===== config.mk =====
export PLATFORM = sky130hd
export DESIGN_NAME = mips_fetch_btb
export DESIGN_NICKNAME = d
export VERILOG_FILES = /design/src/rtl/mips_fetch_btb.sv
export SDC_FILE = /design/constraint.sdc
export NUM_CORES = 1
export LEC_CHECK = 0
export ABC_AREA = 1
export CORE_MARGIN = 2
export CORE_UTILIZATION = 50
export DETAILED_ROUTE_END_ITERATION = 6
export PLACE_DENSITY = 0.7
export SLEW_MARGIN = 15
export SYNTH_ARGS = -nofsm -noshare
export SYNTH_HDL_FRONTEND = slang
export SYNTH_SLANG_ARGS = --single-unit

===== constraint.sdc =====
create_clock -name clk -period 36.8 [get_ports clk]
set_input_delay 11.04 -clock clk [delete_from_list [all_inputs] [get_ports clk]]
set_output_delay 11.04 -clock clk [all_outputs]
set_load 0.02 [all_outputs]

===== src/rtl/mips_fetch_btb.sv =====
// MIPS instruction fetch stage with a direct-mapped branch target buffer.
// Holds the PC and the IF/ID pipeline register; the BTB is trained by resolved branches from EX.
module mips_fetch_btb #(
  parameter int unsigned BTB_ENTRIES    = 8,
  parameter logic [31:0] RESET_PC       = 32'd0,
  parameter logic [31:0] EXCEPTION_ADDR = 32'd392
) (
  input  logic        clk,
  input  logic        reset,
  output logic [31:0] PC,
  input  logic [31:0] Instruction,
  input  logic        stall,
  input  logic        redirect,
  input  logic [31:0] redirect_pc,
  input  logic        exception,
  input  logic        upd_en,
  input  logic [31:0] upd_pc,
  input  logic [31:0] upd_target,
  input  logic        upd_taken,
  output logic [31:0] PCPlus4Reg,
  output logic [31:0] InstReg,
  output logic        FindinBTBReg,
  output logic        takenReg
);

  localparam int unsigned IDX_W = $clog2(BTB_ENTRIES);
  localparam int unsigned TAG_W = 30 - IDX_W;

  logic [BTB_ENTRIES-1:0] validVec;
  logic [TAG_W-1:0]       tagArr    [BTB_ENTRIES];
  logic [31:0]            targetArr [BTB_ENTRIES];
  logic [1:0]             cntArr    [BTB_ENTRIES];

  logic [IDX_W-1:0] lkIdx;
  logic [TAG_W-1:0] lkTag;
  logic             lkHit;
  logic             lkTaken;
  logic [31:0]      pcPlus4;
  logic [31:0]      nextPC;

  logic [IDX_W-1:0] updIdx;
  logic [TAG_W-1:0] updTag;
  logic             updHit;
  logic [1:0]       updCntNext;
  logic             unusedUpdBits;

  // Combinational lookup on the current PC; reads the pre-update array contents.
  assign lkIdx   = PC[IDX_W+1:2];
  assign lkTag   = PC[31:IDX_W+2];
  assign lkHit   = validVec[lkIdx] && (tagArr[lkIdx] == lkTag);
  assign lkTaken = lkHit && cntArr[lkIdx][1];
  assign pcPlus4 = PC + 32'd4;

  assign updIdx        = upd_pc[IDX_W+1:2];
  assign updTag        = upd_pc[31:IDX_W+2];
  assign updHit        = validVec[updIdx] && (tagArr[updIdx] == updTag);
  assign unusedUpdBits = ^upd_pc[1:0];

  always_comb begin
    nextPC = pcPlus4;
    if (exception) begin
      nextPC = EXCEPTION_ADDR;
    end else if (redirect) begin
      nextPC = redirect_pc;
    end else if (stall) begin
      nextPC = PC;
    end else if (lkTaken) begin
      nextPC = targetArr[lkIdx];
    end
  end

  // 2-bit saturating counter step for the entry being trained.
  always_comb begin
    updCntNext = cntArr[updIdx];
    if (upd_taken && (cntArr[updIdx] != 2'd3)) begin
      updCntNext = cntArr[updIdx] + 2'd1;
    end else if (!upd_taken && (cntArr[updIdx] != 2'd0)) begin
      updCntNext = cntArr[updIdx] - 2'd1;
    end
  end

  // PC and IF/ID register; a flush inserts a NOP bubble even while stalled.
  always_ff @(posedge clk or posedge reset) begin
    if (reset) begin
      PC           <= RESET_PC;
      PCPlus4Reg   <= 32'd0;
      InstReg      <= 32'd0;
      FindinBTBReg <= 1'b0;
      takenReg     <= 1'b0;
    end else begin
      PC <= nextPC;
      if (exception || redirect) begin
        PCPlus4Reg   <= 32'd0;
        InstReg      <= 32'd0;
        FindinBTBReg <= 1'b0;
        takenReg     <= 1'b0;
      end else if (!stall) begin
        PCPlus4Reg   <= pcPlus4;
        InstReg      <= Instruction;
        FindinBTBReg <= lkHit;
        takenReg     <= lkTaken;
      end
    end
  end

  // BTB training: hits adjust the counter, taken misses allocate, not-taken misses are ignored.
  always_ff @(posedge clk or posedge reset) begin
    if (reset) begin
      validVec <= '0;
      for (int i = 0; i < BTB_ENTRIES; i++) begin
        tagArr[i]    <= '0;
        targetArr[i] <= 32'd0;
        cntArr[i]    <= 2'd0;
      end
    end else if (upd_en) begin
      if (updHit) begin
        cntArr[updIdx] <= updCntNext;
        if (upd_taken) begin
          targetArr[updIdx] <= upd_target;
        end
      end else if (upd_taken) begin
        validVec[updIdx]  <= 1'b1;
        tagArr[updIdx]    <= updTag;
        targetArr[updIdx] <= upd_target;
        cntArr[updIdx]    <= 2'd2;
      end
    end
  end

endmodule


-- Word-level counts from Yosys, hierarchy flattened
Cells that the tools add are included.
Widths: inputs -> output; s select.
- $add $sub $neg: 3
- $lt $le $gt $ge: 6
- equal/unequal tests: 5
- mux-type cells: 46
- bitwise gates (word level): 7
- reduce and logical (&&, ||, !) cells: 14
- operators with widths (kind ; number):
    $mux 32 ; 11
    $bwmux 256 ; 1
    $bwmux 216 ; 1
    $bmux 27 s3 ; 2
    $mux 27 ; 5
    $bmux 32 s3 ; 1
    $demux 32 s3 ; 1
    $demux 27 s3 ; 1
    $eq 27x27->1 ; 2
    $add 32x3->32 const B ; 1
    $mux 16 ; 2
    $bwmux 16 ; 1
    $or 8x8->8 ; 2
    $mux 2 ; 7
    $bmux 2 s3 ; 2
    $and 8x8->8 ; 1
    $ge 4x4->1 const B ; 2
    $lt 3x4->1 const B ; 2
    $not 3->4 ; 2
    $not 8->8 ; 1
    $logic_and 1x1->1 ; 7
    $mux 1 ; 7
    $bmux 1 s3 ; 2
    $demux 2 s3 ; 1
    14 further kinds ; 16
- register bits: 594
- logic and storage cells: 111

-- Logic depth before layout (Yosys ltp)
- word-level depth: 11
- mapped depth: 22
- gate-level depth less buffers: 18

-- Worst setup path after synthesis
Ideal clock, no wire load.
- path type: input to register
- start: input upd_pc[2]
- end: register cntArr[11] in the netlist's numbering
- setup time: 117 ps
- data arrival time: 12986 ps
- setup slack: 23697 ps
- stages: 19
- buffers on the path: 3
- cells stage by stage: buf_4 -> buf_6 -> buf_2 -> nand3_1 -> inv_1 -> o2bb2ai_1 -> a221oi_1 -> nand2_1 -> inv_1 -> ha_1 -> nor2_1 -> inv_1 -> nand4_1 -> nand2_1 -> nand2_1 -> o21ai_0 -> nand2_1 -> nand3_1 -> nand2_1
- word-level cells in the longest chain between the ends: 10
- elaborated cells on any way between the ends: 30
- RTL lines (item ; line ; RTL):
    start: declaration ; 17 ; input logic [31:0] upd_pc,
    branches (longest 10 deep; another with $sub 2x1->2) ; -- ;
    end signal: indexed assignment ; 117 ; cntArr[updIdx] <= updCntNext;
    end: declaration ; 32 ; logic [1:0] cntArr [BTB_ENTRIES];
Several ways; the timed one is not identified. The select of a mux whose other input is x is not followed.
A chain may end at the register's enable or synchronous reset.

-- Final worst setup path
- start: input upd_pc[2]
- end: register cntArr[5] in the netlist's numbering
The elaborated chain is that of the path after synthesis.

==> parameters.txt <==
Parameter                              Value

STA
  Worst clock skew ... ~0.022 ns
  Fmax ... around 68 MHz
  Max transition margin ... 0.202
  Min Clock Period, post-route ... around 15 ns
  Hold violation count in the final report ... 0
  Setup TNS Final ... 0 ns
  Unrepaired setup endpoints after global routing ... false
  Count of endpoints failing setup in the final report ... 0
  Max Slew Vio Count ... 0
  Post-route clock period utilization ... 0.399
  Transition time at the pin with the least slew margin ... between 1 and 1.5 ns

Synthesis
  Share of synthesized registers carrying an async set or reset ... 1.00
  Number of different library cells in the post-synthesis netlist ... 42
  Number of synthesized flops with an enable pin ... 0
  Average footprint of a synthesized cell ... ~7.1 um2
  Main synth FF type ... dfrtp_1
  Total of warnings raised by yosys ... 0
  Share of synthesized area occupied by flip-flops and latches ... 0.464
  Synthesized instance count ... 4482
  Number of nets produced by synthesis ... approximately 4600
  Number of synthesized register bits ... between 500 and 600
  Area of the mapped netlist ... approximately 32000 um2

Routing
  Drt drc ... 0
  First-pass iteration count of the detailed router ... 6
  Violation count after the first detailed-route iteration ... roughly 3500
  Wire length per cell after detailed routing ... around 19 um
  Total length of routed wires ... about 110 mm
  Drt via density ... between 5 and 6
  Antenna-violating nets left ... 0
  Vias post-DR ... ~30000

Layout
  P&R area growth vs syn ... 14.5%
  Share of post-route cells with drive strength above 1 ... 0.0425
  Filler cell count in the final layout ... about 6000
  Final Net Count ... ~4700

GRT
  Global-route wire length before repair ... around 160 mm
  Antenna violations before repair ... 5
  Aggregate global-route resource usage ... 0.319
  Pin count of the biggest net entering global routing ... 162
  Number of global-route vias before repair ... between 20000 and 30000
  Grt total ovfl ... 0

Clock network
  Number of H-tree branching levels ... 3
  TritonCTS Buffers ... 69
  Setup Fix Bufs, Post-CTS ... 0
  Cts-stage hold buffer count ... 0
  Number of buffers on the longest clock path ... 3
  PostCTS Resize Cnt ... 0
  Clk Tree Root Cell ... clkbuf_16
  Clock insertion delay at the later pin of the skew report ... between 0.6 and 0.7 ns
  Clock transition time at the flip-flop clock pins of the worst setup and hold paths ... approximately 0.060 ns
  Clock Sink Count ... between 500 and 600
  CTS tree ... yes

Floorplan
  Die Footprint ... about 66000 um2
  Height of the die ... about 260 um
  Initial core utilization ... 0.507
  Cell row count ... 92
  Number of top-level pins ... 233
  Die span in x ... 257 um
  Core Footprint ... approximately 63000 um2

Worst hold path
  Path type of the worst min-delay path ... register to register

Power and ir drop
  Final Total Pwr ... just under 2 mW
  Leakage Power ... between 15 and 20 nW
  Power density over cell area ... around 53 nW/um2
  Peak supply drop ... approximately 0.033 mV

Worst setup path
  Maximum fanout count along the critical path ... 55
  Startpoint types ... primary input
  Worst setup path class ... primary input to register
  Endpoint required time on the critical path ... between 30 and 40 ns
  Endpoint arrival time on the critical path ... between 15 and 20 ns
  Type of element capturing the critical path ... register

Outcome
  Result of the run ... complete, no violations

Job
  MaxCap Viol Count ... 0

Place
  Placed wire-length estimate after detailed placement ... roughly 66 mm
  IO Port Bufs ... 230
  Final estimated routing congestion in global placement ... roughly 0.93
## layout by cell type, fill, tap and decap left out, types with 7 or more instances in the layout
master / instances
nand2_1: 1659
dfrtp_1: 591
o21ai_0: 476
inv_1: 412
nand3_1: 317
clkdlybuf4s50_1: 228
nor2_1: 207
o21ai_1: 198
a21oi_1: 136
clkbuf_16: 70
a22o_1: 44
buf_4: 40
clkbuf_1: 21
nand4_1: 20
clkbuf_8: 19
xor2_1: 18
o22ai_1: 15
nor2_4: 11
inv_2: 10
nand2_8: 9
o21a_1: 9
o211ai_1: 9
nor3_1: 7
## sequential cells by signal, summed over array words and instances, names as in the netlist
signal,count
FindinBTBReg,1
InstReg,32
PC,32
PCPlus4Reg,32
cntArr,16
tagArr,216
takenReg,1
targetArr,256
validVec,8
## through the flow
step | setup slack, ns | util | std cells | hold WS (ns) | instance area, um2
final | 22.12 | 0.580 | 5439 | 0.469 | 36600
after global routing | 21.76 | 0.580 | 5438 | 0.486 | 36600
after CTS | 22.28 | 0.580 | 5434 | 0.473 | 36600
after detailed placement | 21.65 | 0.544 | 5310 | 0.459 | 34400
after global placement | 21.64 | 0.544 | 5310 | 0.453 | 34400
after floorplan | 9.14 | - | 4482 | 0.442 | 32000
## metal layers
metal	track usage	routed length, um	vias to the layer above
li1	-	-	14380
met1	0.436	44600	14192
met2	0.504	48300	1152
met3	0.0493	8050	215
met4	0.141	4730	2
met5	0	11	-
## cell families after synthesis
family,after synthesis,synth area share
DFF,594,0.464
and+or+nand+nor,2253,0.286
muxes,1,0.000352
buffers and inverters,714,0.0945
xor gates and xnor gates,19,0.00520
adders and majority gates,3,0.00117
AOI/OAI and AO/OA,898,0.149
## final cells by class
class	count	area, um2	share of cell area
flip-flops and latches	594	14900	0.406
multi-input cells	3174	14200	0.388
repair buffers	270	2610	0.0712
clock buffers	110	2090	0.0571
inverters	426	1620	0.0441
well taps	846	1060	0.0289
clock inverters	14	170	0.00464
diodes	5	12.5	0.000341
## power breakdown
part,switching (mW),total [mW],internal [mW]
Clock,0.289,0.688,0.400
Sequential,0.0706,0.841,0.771
Combinational,0.283,0.428,0.146
Total,0.642,1.96,1.32
## final timing paths
check | slack, ns | start | depth (start not counted) | endpoint
max | 22.12 | upd_pc[2] | 19 | cntArr[5]$_DFFE_PP0P_
min | 0.47 | targetArr[211]$_DFFE_PP0P_ | 2 | targetArr[211]$_DFFE_PP0P_
max reg2reg | 31.78 | PC[2]$_DFFE_PP0P_ | 18 | PC[10]$_DFFE_PP0P_
min reg2reg | 0.47 | targetArr[211]$_DFFE_PP0P_ | 2 | targetArr[211]$_DFFE_PP0P_
max in group asynchronous | 23.78 | reset | 4 | tagArr[86]$_DFFE_PP0P_
min in group asynchronous | 10.89 | reset | 2 | targetArr[186]$_DFFE_PP0P_
## cells in the mapped netlist (all sizes together), types with 2 or more instances
cell type,count,area [um2]
ha,3,37.5
a21oi,136,681
nor3,8,45.0
o221ai,5,43.8
o21ai,674,3370
a22o,44,385
o21a,9,67.6
nand3,320,1620
xor2,18,158
nand3b,5,37.5
a221oi,2,17.5
inv,425,1600
nand4,20,125
o22ai,15,93.8
nor2,222,858
nor4,5,31.3
nand2,1671,6420
buf,140,865
dfrtp,594,14900
o211ai,9,67.6
clkbuf,148,562
## critical path, cell delays in order
cell and delay, ns:
buf_4 0.38, buf_4 0.55, nand3_2 0.80, inv_2 0.39, nand2_1 0.08, o21ai_1 0.10, nor2_1 0.09, nand3_1 0.14
nand2_1 0.06, nor2_1 0.08, nand2_1 0.05, nor2_1 0.19, inv_2 0.07, nor2_4 0.18, nand3_1 0.10, nand2_1 0.50
nand2_1 0.19, nand2_1 0.11, nand2_1 0.05
(Power assumes the default switching activity.)
